## src/rtl/phaser_out_pkg.sv

```systemverilog
// Shared types and constants for the output-phaser control core.
package phaser_out_pkg;

   localparam int FINE_W     = 6;
   localparam int COARSE_W   = 3;
   localparam int TAP_W      = 9;
   localparam int DIV_W      = 4;
   localparam int HOLD_CNT_W = 8;

   localparam logic [FINE_W-1:0]   FINE_MAX   = 6'd63;
   localparam logic [COARSE_W-1:0] COARSE_MAX = 3'd7;

   typedef enum logic {
      HOLD = 1'b0,
      RUN  = 1'b1
   } state_t;

endpackage

```

## src/rtl/phaser_out_div.sv

```systemverilog
// Divided-clock enable generator: modulo-CLKOUT_DIV counter with
// synchronous divider reset and one-cycle phase advance.
module phaser_out_div
   import phaser_out_pkg::*;
#(
   parameter int CLKOUT_DIV = 4
) (
   input  logic clk,
   input  logic rst,
   input  logic divide_rst,
   input  logic edge_adv,
   output logic div_en
);

   localparam int               SUM_W = DIV_W + 1;
   localparam logic [SUM_W-1:0] DIV_L = SUM_W'(CLKOUT_DIV);
   localparam logic [DIV_W-1:0] LAST  = DIV_W'(CLKOUT_DIV - 1);

   logic [DIV_W-1:0] cnt_q, cnt_d;
   logic             div_en_q, div_en_d;
   logic [SUM_W-1:0] sum_raw;

   // Next count: +1 normally, +2 on advance (a divide-by-2 has no distinct
   // earlier phase, so advance degenerates to a normal step there).
   // The enable is compared against the next count so it lines up with cnt_q.
   always_comb begin
      sum_raw = {1'b0, cnt_q} + ((edge_adv && (CLKOUT_DIV > 2)) ? 5'd2 : 5'd1);
      if (divide_rst) begin
         cnt_d = '0;
      end else if (sum_raw >= DIV_L) begin
         cnt_d = DIV_W'(sum_raw - DIV_L);
      end else begin
         cnt_d = DIV_W'(sum_raw);
      end
      div_en_d = (cnt_d == LAST);
   end

   // Counter and enable registers.
   always_ff @(posedge clk) begin
      if (rst) begin
         cnt_q    <= '0;
         div_en_q <= 1'b0;
      end else begin
         cnt_q    <= cnt_d;
         div_en_q <= div_en_d;
      end
   end

   assign div_en = div_en_q;

endmodule

```

## src/rtl/phaser_out_ctrl.sv

```systemverilog
// Output-phaser SYSCLK control core: tap registers with saturating steps,
// counter load/read port, post-reset OSERDESRST sequencing, divider enable.
// Optional macro PHASER_OUT_STICKY_OVF_EN: overflow flags hold until a read
// or reset instead of pulsing for one cycle.
module phaser_out_ctrl
   import phaser_out_pkg::*;
#(
   parameter int CLKOUT_DIV         = 4,
   parameter int FINE_DELAY         = 0,
   parameter int COARSE_DELAY       = 0,
   parameter int EN_OSERDES_RST     = 1,
   parameter int OSERDES_RST_CYCLES = 8
) (
   input  logic             SYSCLK,
   input  logic             RST,
   input  logic             COUNTERLOADEN,
   input  logic [TAP_W-1:0] COUNTERLOADVAL,
   input  logic             COUNTERREADEN,
   output logic [TAP_W-1:0] COUNTERREADVAL,
   input  logic             FINEENABLE,
   input  logic             FINEINC,
   input  logic             COARSEENABLE,
   input  logic             COARSEINC,
   input  logic             DIVIDERST,
   input  logic             EDGEADV,
   output logic             FINEOVERFLOW,
   output logic             COARSEOVERFLOW,
   output logic             OCLKDIV_EN,
   output logic             OSERDESRST,
   output logic             BUSY
);

   if (CLKOUT_DIV < 2 || CLKOUT_DIV > 16) begin : g_bad_div
      $error("phaser_out_ctrl: CLKOUT_DIV must be 2..16");
   end
   if (FINE_DELAY < 0 || FINE_DELAY > 63) begin : g_bad_fine
      $error("phaser_out_ctrl: FINE_DELAY must be 0..63");
   end
   if (COARSE_DELAY < 0 || COARSE_DELAY > 7) begin : g_bad_coarse
      $error("phaser_out_ctrl: COARSE_DELAY must be 0..7");
   end
   if (OSERDES_RST_CYCLES < 1 || OSERDES_RST_CYCLES > 255) begin : g_bad_rst_cycles
      $error("phaser_out_ctrl: OSERDES_RST_CYCLES must be 1..255");
   end

   localparam logic [FINE_W-1:0]     FINE_RST   = FINE_W'(FINE_DELAY);
   localparam logic [COARSE_W-1:0]   COARSE_RST = COARSE_W'(COARSE_DELAY);
   localparam logic [HOLD_CNT_W-1:0] HOLD_LAST  = HOLD_CNT_W'(OSERDES_RST_CYCLES - 1);
   localparam logic                  OSR_RST    = (EN_OSERDES_RST != 0);

   state_t                state_q, state_d;
   logic [HOLD_CNT_W-1:0] hold_cnt_q, hold_cnt_d;
   logic [FINE_W-1:0]     fine_q, fine_d;
   logic [COARSE_W-1:0]   coarse_q, coarse_d;
   logic [TAP_W-1:0]      read_val_q, read_val_d;
   logic                  fine_ovf_q, fine_ovf_d;
   logic                  coarse_ovf_q, coarse_ovf_d;
   logic                  oserdes_rst_q, oserdes_rst_d;
   logic                  busy_q, busy_d;
   logic                  fine_evt, coarse_evt;

   // Next-state logic: HOLD times the OSERDES reset, RUN serves the tap port.
   // A load overrides any step in the same cycle and never flags overflow.
   always_comb begin
      state_d       = state_q;
      hold_cnt_d    = hold_cnt_q;
      fine_d        = fine_q;
      coarse_d      = coarse_q;
      read_val_d    = read_val_q;
      fine_ovf_d    = fine_ovf_q;
      coarse_ovf_d  = coarse_ovf_q;
      oserdes_rst_d = oserdes_rst_q;
      busy_d        = busy_q;
      fine_evt      = 1'b0;
      coarse_evt    = 1'b0;
      case (state_q)
         HOLD: begin
            if (EN_OSERDES_RST == 0 || hold_cnt_q == HOLD_LAST) begin
               state_d       = RUN;
               oserdes_rst_d = 1'b0;
               busy_d        = 1'b0;
            end else begin
               hold_cnt_d = hold_cnt_q + 8'd1;
            end
         end
         RUN: begin
            if (COUNTERREADEN) begin
               read_val_d = {coarse_q, fine_q};
            end
            if (COUNTERLOADEN) begin
               fine_d   = COUNTERLOADVAL[FINE_W-1:0];
               coarse_d = COUNTERLOADVAL[TAP_W-1:FINE_W];
            end else begin
               if (FINEENABLE) begin
                  if (FINEINC) begin
                     if (fine_q == FINE_MAX) fine_evt = 1'b1;
                     else                    fine_d   = fine_q + 6'd1;
                  end else begin
                     if (fine_q == '0) fine_evt = 1'b1;
                     else              fine_d   = fine_q - 6'd1;
                  end
               end
               if (COARSEENABLE) begin
                  if (COARSEINC) begin
                     if (coarse_q == COARSE_MAX) coarse_evt = 1'b1;
                     else                        coarse_d   = coarse_q + 3'd1;
                  end else begin
                     if (coarse_q == '0) coarse_evt = 1'b1;
                     else                coarse_d   = coarse_q - 3'd1;
                  end
               end
            end
`ifdef PHASER_OUT_STICKY_OVF_EN
            fine_ovf_d   = fine_evt   | (fine_ovf_q   & ~COUNTERREADEN);
            coarse_ovf_d = coarse_evt | (coarse_ovf_q & ~COUNTERREADEN);
`else
            fine_ovf_d   = fine_evt;
            coarse_ovf_d = coarse_evt;
`endif
         end
         default: state_d = HOLD;
      endcase
   end

   // State and registered outputs.
   always_ff @(posedge SYSCLK) begin
      if (RST) begin
         state_q       <= HOLD;
         hold_cnt_q    <= '0;
         fine_q        <= FINE_RST;
         coarse_q      <= COARSE_RST;
         read_val_q    <= '0;
         fine_ovf_q    <= 1'b0;
         coarse_ovf_q  <= 1'b0;
         oserdes_rst_q <= OSR_RST;
         busy_q        <= 1'b1;
      end else begin
         state_q       <= state_d;
         hold_cnt_q    <= hold_cnt_d;
         fine_q        <= fine_d;
         coarse_q      <= coarse_d;
         read_val_q    <= read_val_d;
         fine_ovf_q    <= fine_ovf_d;
         coarse_ovf_q  <= coarse_ovf_d;
         oserdes_rst_q <= oserdes_rst_d;
         busy_q        <= busy_d;
      end
   end

   phaser_out_div #(
      .CLKOUT_DIV (CLKOUT_DIV)
   ) u_div (
      .clk        (SYSCLK),
      .rst        (RST),
      .divide_rst (DIVIDERST),
      .edge_adv   (EDGEADV),
      .div_en     (OCLKDIV_EN)
   );

   assign COUNTERREADVAL = read_val_q;
   assign FINEOVERFLOW   = fine_ovf_q;
   assign COARSEOVERFLOW = coarse_ovf_q;
   assign OSERDESRST     = oserdes_rst_q;
   assign BUSY           = busy_q;

endmodule
```

## config.mk

```make
export PLATFORM = sky130hd
export DESIGN_NAME = phaser_out_ctrl
export DESIGN_NICKNAME = d
export VERILOG_FILES = /design/src/rtl/phaser_out_pkg.sv /design/src/rtl/phaser_out_div.sv /design/src/rtl/phaser_out_ctrl.sv
export SDC_FILE = /design/constraint.sdc
export NUM_CORES = 1
export LEC_CHECK = 0
export BUFFER_PORTS_ARGS = -buffer_cell sky130_fd_sc_hd__clkbuf_2
export CORE_ASPECT_RATIO = 1.75
export CORE_MARGIN = 2
export CORE_UTILIZATION = 59
export DETAILED_ROUTE_END_ITERATION = 7
export PLACE_DENSITY = 0.84
export SYNTH_ARGS = -nofsm -noshare
export SYNTH_HDL_FRONTEND = slang
export SYNTH_SLANG_ARGS = --single-unit
```

## constraint.sdc

```tcl
create_clock -name SYSCLK -period 3.3 [get_ports SYSCLK]
set_clock_uncertainty 0.2 [all_clocks]
set_input_delay 0.495 -clock SYSCLK [delete_from_list [all_inputs] [get_ports SYSCLK]]
set_output_delay 0.495 -clock SYSCLK [all_outputs]
set_load 0.1 [all_outputs]
```

==> results.json, run 1 <==
{
  "numCtsBuffers": 5,
  "finalCritPeriodShare_pct": 70.0,
  "worstPathRequired_ns": 3.33,
  "hold_buffers": 0,
  "synth_cell_types": 46,
  "worst_skew_pair.late_latency_ns": 0.28,
  "p_seq_share_pct": 52.9,
  "highest_layer": "met4",
  "clk_pin_slew_ns": 0.07,
  "crit_fanout": 3,
  "pwr-share-comb_pct": 11.2,
  "die_area_um2": 3600,
  "tightest_slew_ns": 0.668,
  "place_hpwl_um": 2740,
  "status": "finished clean",
  "ir_drop_uv": 366,
  "antenna_cells": 0,
  "route.met3.wl_um": 123,
  "globalRouteOverflowTotal": 0,
  "ant_nets": 0,
  "synth-edff-count": 0,
  "relSlewSlack_pct": 55.4,
  "fin_nets": 272,
  "cp.arrival_ns": 2.34,
  "cp-start-kind": "input pin",
  "post-cts-setup-buffer-count": 0,
  "fin_crit_ns": 2.31,
  "drive_gt1_share_pct": 19.3,
  "ios": 33,
  "leakage_nw": 0.879,
  "finalMaxSlewViolations": 0,
  "cts_tree": "built",
  "wirelength_um": 3760,
  "vias": 1614,
  "syn-instance-count": 212,
  "cts_root_buf": "clkbuf_8",
  "synth-seq-cells": 35,
  "dp_cells": 277,
  "m1WireLength_um": 1480,
  "globalplace.congestion": 0.829,
  "setup_viol": 0,
  "setup-tns-final_ns": 0,
  "p_sw_mw": 0.211,
  "synth.net_count": 242,
  "cts_resized": 0,
  "critical_path.slowest_cell": "fa_1",
  "via_per_inst": 5.66,
  "power_mw": 0.827,
  "dieHeight_um": 77.9,
  "clkPwrFrac_pct": 35.9,
  "power_density_nw_per_um2": 398,
  "synth_ff_type": "dfxtp_1",
  "grt_max_degree": 32,
  "h-tree-depth": 2,
  "rsz0062_at_grt": "false",
  "clock-sinks": 35,
  "syn_area_um2": 1840,
  "rows": 26,
  "worst_slack_ns": 0.990,
  "core_area_um2": 2960,
  "power.internal_mw": 0.616,
  "pre_cts_ws_ns": 0.762,
  "ctsLongestPathBuffers": 2,
  "dr.pass1.iters": 4,
  "worstPathCellList": "clkbuf_2 > inv_1 > ha_1 > inv_1 > fa_1 > xnor2_1 > ha_1 > nand2_1 > o221ai_1 > and3b_1",
  "yosysWarningCount": 0,
  "start_util_pct": 62.1,
  "portBuffers": 32,
  "grt_use_total_pct": 24.8,
  "grt_first_pass_wirelength_um": 6710,
  "dr_wl_met2_um": 2100,
  "drc": 0,
  "async_reset_ff_share_pct": 0,
  "syn_avg_cell_area_um2": 8.68,
  "final_util_pct": 70.2,
  "grt_pass1_vias": 1604,
  "layoutNonFillerInstCount": 285,
  "antenna_found_initial": 0,
  "p_sw_share_pct": 25.5,
  "max_freq_mhz": 433,
  "finalHoldViolations": 0,
  "seq_area_frac_synth_pct": 38.1,
  "cpPeakStageDelay_ns": 0.41,
  "fp.dieW_um": 46.2,
  "path_class": "input pin to flip-flop",
  "syn2layout_area_growth_pct": 12.9,
  "hold_class": "input pin to flip-flop",
  "drt_iter0_markers": 44,
  "drv_cap": 0,
  "wire_per_inst_um": 13.2,
  "end_kind": "flip-flop"
}
-- layer usage --
metal,up-vias,global-route usage (%)
met2,32,44.2
met3,7,5.12
met5,-,0
met4,0,11.7
met1,764,25.5
li1,811,-
-- cells in the final DEF (no fill, tap or decap), types with 3 or more instances in the layout --
| cell | n |
|---|---|
| dfxtp_1 | 35 |
| clkbuf_2 | 32 |
| nand2_1 | 26 |
| a21oi_1 | 21 |
| nand3_1 | 16 |
| nor2_1 | 16 |
| ha_1 | 8 |
| inv_1 | 7 |
| xor2_1 | 7 |
| xnor2_1 | 5 |
| nor3_1 | 5 |
| a21o_1 | 5 |
| clkbuf_8 | 5 |
| nor2b_1 | 4 |
| nand4_1 | 3 |
| o21ai_0 | 3 |
| mux2i_1 | 3 |
| and3_1 | 3 |
| fa_1 | 3 |
-- final timing paths --
check | from | endpoint | slack [ns] | depth (start not counted)
min reg2reg | COUNTERREADVAL[4]$_SDFFE_PP0P_ | COUNTERREADVAL[4]$_SDFFE_PP0P_ | 0.25 | 2
min | DIVIDERST | u_div.cnt_q[1]$_SDFF_PP0_ | 0.20 | 2
max | EDGEADV | u_div.cnt_q[2]$_SDFF_PP0_ | 0.99 | 10
max reg2reg | u_div.cnt_q[0]$_SDFF_PP0_ | u_div.cnt_q[2]$_SDFF_PP0_ | 1.10 | 8
-- cell type report --
class	instances	area, um^2
multi-input combinational	159	1040
fill	277	883
sequential	35	701
timing repair buffer	33	168
clock buffer	7	76.3
tap	42	52.6
inverter	8	30.0
clock inverter	1	5.00
-- metrics by stage --
| step | area [um^2] | hold WS, ns |
|---|---|---|
| 4_1_cts | 2080 | 0.196 |
| 6_report | 2080 | 0.201 |
| 2_1_floorplan | 1840 | 0.258 |
| 3_5_place_dp | 2000 | 0.247 |
| 3_3_place_gp | 2000 | 0.242 |
| 5_1_grt | 2080 | 0.202 |
-- worst max-delay path, delay by kind of cell --
| family | cells | cell delay [ns] |
|---|---|---|
| AO/OA/AOI/OAI | 1 | 0.25 |
| XOR/XNOR | 1 | 0.30 |
| adder cells (fa/ha/maj) | 3 | 0.78 |
| buffers and inverters | 3 | 0.25 |
| AND/OR/NAND/NOR | 2 | 0.27 |
-- sequential cells by signal, indices dropped and copies added, names as in the netlist --
register,flops
COARSEOVERFLOW,1
FINEOVERFLOW,1
BUSY,1
hold_cnt_q,8
state_q,1
fine_q,6
u_div.div_en,1
u_div.cnt_q,4
COUNTERREADVAL,9
coarse_q,3
-- cells in the mapped netlist, types with 2 or more instances --
cell type | n | area (um^2)
or4_1 | 2 | 15.0
nand2_1 | 26 | 97.6
o31ai_1 | 2 | 15.0
nand3_1 | 16 | 80.1
o21ai_0 | 3 | 15.0
inv_1 | 7 | 26.3
fa_1 | 3 | 60.1
buf_4 | 5 | 37.5
o211ai_2 | 2 | 25.0
ha_1 | 8 | 100
nand2b_1 | 2 | 12.5
or3_1 | 2 | 12.5
and3_1 | 3 | 18.8
nor3_1 | 5 | 25.0
dfxtp_1 | 35 | 701
mux2i_1 | 3 | 30.0
xnor2_1 | 5 | 43.8
xor2_1 | 7 | 61.3
a211oi_2 | 2 | 25.0
nand4_1 | 3 | 18.8
a21o_1 | 5 | 37.5
nor2b_1 | 4 | 25.0
clkbuf_1 | 3 | 11.3
o211a_1 | 2 | 20.0
a21oi_1 | 21 | 105
nor2_1 | 16 | 60.1
-- logic make-up (layout without fill, tap and decap cells) --
| family | count (synthesis) | after routing | synth area share (%) |
|---|---|---|---|
| buffers and inverters | 18 | 49 | 5.10 |
| adders and majority gates | 11 | 11 | 8.71 |
| muxes | 3 | 3 | 1.63 |
| DFF | 35 | 35 | 38.1 |
| and+or+nand+nor | 86 | 86 | 23.2 |
| xor gates and xnor gates | 12 | 12 | 5.71 |
| AOI/OAI and AO/OA | 47 | 47 | 17.6 |
-- power by group through the flow --
| stage | clock [mW] | combinational, mW | sequential (mW) |
|---|---|---|---|
| CTS | 0.306 | 0.0932 | 0.438 |
| global placement | 0 | 0.0891 | 0.447 |
| floorplan | 0 | 0.0634 | 0.451 |
| finish | 0.297 | 0.0927 | 0.438 |
| global route | 0.318 | 0.105 | 0.439 |
| detailed placement | 0 | 0.0916 | 0.447 |
No activity file was read; power rests on OpenSTA's default activity.
==> inputs of run 2 (changes only) <==
--- a/config.mk
+++ b/config.mk
@@ -5,12 +5,13 @@
 export SDC_FILE = /design/constraint.sdc
 export NUM_CORES = 1
 export LEC_CHECK = 0
+export ABC_AREA = 1
 export BUFFER_PORTS_ARGS = -buffer_cell sky130_fd_sc_hd__clkbuf_2
 export CORE_ASPECT_RATIO = 1.75
 export CORE_MARGIN = 2
-export CORE_UTILIZATION = 59
+export CORE_UTILIZATION = 55
 export DETAILED_ROUTE_END_ITERATION = 7
-export PLACE_DENSITY = 0.84
+export PLACE_DENSITY = 0.78
 export SYNTH_ARGS = -nofsm -noshare
 export SYNTH_HDL_FRONTEND = slang
 export SYNTH_SLANG_ARGS = --single-unit
==> constraint.sdc (replaced) <==
create_clock -name SYSCLK -period 2.35 [get_ports SYSCLK]
set_clock_uncertainty 0.2 [all_clocks]
set_input_delay 0.3525 -clock SYSCLK [delete_from_list [all_inputs] [get_ports SYSCLK]]
set_output_delay 0.3525 -clock SYSCLK [all_outputs]
set_load 0.1 [all_outputs]
==> results.json, run 2 <==
{
  "fill_cells": 348,
  "min_from": "DIVIDERST",
  "setup_viol": 0,
  "drt_iter0_markers": 32,
  "fp.dieW_um": 48.9,
  "die_area_um2": 4040,
  "relSlewSlack_pct": 63.7,
  "fin_nets": 342,
  "path_delay_family": "adder cells",
  "crit_path_frequent_cell": "nand2_1",
  "max_freq_mhz": 477,
  "post-synth-top-count-cell": "nand2_1",
  "ir_drop_uv": 530,
  "synth.net_count": 310,
  "synthTopCellsByArea": "dfxtp_1 (36%), nand2_1 (13%), nor2_1 (7.5%)",
  "end_kind": "flip-flop",
  "layout_commonest_cell": "nand2_1",
  "final_cell_mix": "nand2_1 (65), nor2_1 (39), dfxtp_1 (35)",
  "power.internal_mw": 0.886,
  "antenna_cells": 0,
  "antenna_found_initial": 0,
  "finalCritPeriodShare_pct": 89.2,
  "drv_cap": 0,
  "crit_fanout": 2,
  "final_util_pct": 65.0,
  "final_area_um2": 2210,
  "r2r_slack_ns": 0.25,
  "hold_buffers": 0,
  "synth.top_cell.area_share_pct": 36.1,
  "path_class": "flip-flop to flip-flop",
  "cp.arrival_ns": 2.12,
  "syn-instance-count": 280,
  "critical_path.slowest_cell": "fa_2",
  "synthSimpleGateAreaFrac_pct": 30.1,
  "clkPwrFrac_pct": 36.4,
  "synth_xor_area_share_pct": 2.25,
  "timing.rr.end": "u_div.div_en$_SDFF_PP0_",
  "vias": 1831,
  "syn_avg_cell_area_um2": 6.94,
  "syn2layout_area_growth_pct": 13.7,
  "worstPathCellList": "ha_1 > inv_1 > fa_2 > xor2_2 > inv_1 > ha_1 > nand3_1 > nand2_1 > nor2_1 > nand2_1 > nand2_1 > nand3_1 > nor2_1",
  "ant_nets": 0,
  "synth_ff_type": "dfxtp_1",
  "r2r_cells": 13,
  "worst_skew_pair.late_latency_ns": 0.28,
  "dr.pass1.iters": 4,
  "clk_pin_slew_ns": 0.06,
  "synth_adder_area_share_pct": 8.24,
  "power_density_nw_per_um2": 540,
  "wirelength_um": 4090,
  "largest_register_ff_count": 9,
  "grt_max_degree": 22,
  "crit_start": "u_div.cnt_q[0]$_SDFF_PP0_",
  "globalplace.congestion": 0.807,
  "core_area_um2": 3400,
  "synth_top_family_by_area": "simple AND/OR/NAND/NOR gates",
  "cpPeakStageDelay_ns": 0.36,
  "synth_compound_area_share_pct": 13.6,
  "dp_cells": 350,
  "globalRouteOverflowTotal": 0,
  "place_hpwl_um": 3130,
  "muxShareOfSynthArea_pct": 0,
  "dpl_cell_area_um2": 2110,
  "worstPathRequired_ns": 2.37,
  "async_reset_ff_share_pct": 0,
  "p_sw_share_pct": 25.7,
  "synth-edff-count": 0,
  "numCtsBuffers": 5,
  "wire_per_inst_um": 11.4,
  "r2r-start": "u_div.cnt_q[0]$_SDFF_PP0_",
  "finalHoldViolations": 0,
  "start_util_pct": 57.2,
  "synthTopCellsByCount": "nand2_1 (65), nor2_1 (39), dfxtp_1 (35)",
  "portBuffers": 32,
  "rows": 28,
  "cts_root_buf": "clkbuf_8",
  "grt_first_pass_wirelength_um": 7130,
  "min_path_cells": 2,
  "drive_gt1_share_pct": 16.0,
  "finalMaxSlewViolations": 0,
  "hold_class": "input pin to flip-flop",
  "fin_crit_ns": 2.10,
  "via_per_inst": 5.13,
  "holdWs_ns": 0.107,
  "status": "finished clean",
  "cp.buffers_inverters": 2,
  "synth-seq-cells": 35,
  "leakage_nw": 1.05,
  "syn_area_um2": 1940,
  "cp-start-kind": "flip-flop",
  "synth_cell_types": 26,
  "tightest_slew_ns": 0.546,
  "seq_area_frac_synth_pct": 36.1,
  "power_mw": 1.19,
  "grt_pass1_vias": 1762,
  "cts_tree": "built",
  "yosysTopAreaCell": "dfxtp_1",
  "layoutNonFillerInstCount": 357,
  "drc": 0,
  "pre_cts_ws_ns": -0.0788,
  "setup-tns-final_ns": 0,
  "worst_slack_ns": 0.253,
  "h-tree-depth": 2,
  "hold_path_end": "u_div.cnt_q[0]$_SDFF_PP0_",
  "ctsLongestPathBuffers": 2,
  "yosysWarningCount": 0,
  "rsz0062_at_grt": "false",
  "p_seq_share_pct": 51.6,
  "ios": 33,
  "clock-sinks": 35,
  "pwr-share-comb_pct": 12.0,
  "dieHeight_um": 82.6,
  "grt_use_total_pct": 22.9,
  "p_sw_mw": 0.307
}
## run 2: cell types whose count changed in the layout (fill, tap and decap cells not counted), moves of 3 or more
cell	change
xor2_1	-5
mux2i_1	-3
nand2_1	+39
nor2_1	+23
nor2b_1	-4
o21ai_0	+18
and3_1	-3
a21o_1	-4
xnor2_1	-3
inv_1	+25
nand4_1	+3
a21oi_1	+3
## run 2: cell families after synthesis
group | count (synthesis)
flops | 35
fa+ha+maj | 11
xor+xnor | 5
compound gates | 49
buf+inv | 43
simple gates | 137
## run 2: worst max path at each step
stage / endpoint / slack, ns / cells past startpoint
after floorplan: u_div.div_en$_SDFF_PP0_ / 0.16 / 14
after global placement: u_div.div_en$_SDFF_PP0_ / 0.02 / 15
after detailed placement: u_div.div_en$_SDFF_PP0_ / -0.08 / 15
after CTS: u_div.div_en$_SDFF_PP0_ / 0.14 / 13
after global routing: u_div.div_en$_SDFF_PP0_ / 0.02 / 13
final: u_div.div_en$_SDFF_PP0_ / 0.25 / 13
## run 2: what timing repair did
action / CTS / global route
setup buffers: 0 / 0
gates resized for setup: 0 / 2
setup endpoints to repair: 0 / 1
## run 2: routing by layer
| metal | wire [um] | part of all wire (%) | global-route usage, % | vias to the layer above |
|---|---|---|---|---|
| met1 | 1720 | 42 | 23.1 | 822 |
| met3 | 125 | 3.1 | 4.32 | 11 |
| li1 | - | - | - | 965 |
| met4 | 114 | 2.8 | 12.0 | 0 |
| met2 | 2130 | 52 | 44.1 | 33 |
| met5 | 0 | 0 | 0 | - |
## run 2: worst register-to-register path, cell delays in order (launching register included)
cell,delay (ns)
dfxtp_1,0.31
ha_1,0.16
inv_1,0.05
fa_2,0.36
xor2_2,0.16
inv_1,0.07
ha_1,0.19
nand3_1,0.08
nand2_1,0.05
nor2_1,0.08
nand2_1,0.07
nand2_1,0.09
nand3_1,0.08
nor2_1,0.09
## run 2: power groups by stage
stage / Combinational [mW] / Clock [mW] / Sequential [mW]
CTS: 0.143 / 0.445 / 0.615
global route: 0.166 / 0.469 / 0.616
global placement: 0.140 / 0 / 0.628
finish: 0.143 / 0.434 / 0.615
floorplan: 0.0910 / 0 / 0.640
detailed placement: 0.142 / 0 / 0.628
## run 2: final cells by class
type,instances,area (um^2),area share [%]
Timing Repair Buffer,34,175,7.93
Clock buffer,6,82.6,3.74
Inverter,34,128,5.78
Tap cell,45,56.3,2.55
Sequential cell,35,701,31.7
Multi-Input combinational cell,202,1060,48.1
Clock inverter,1,5.00,0.227
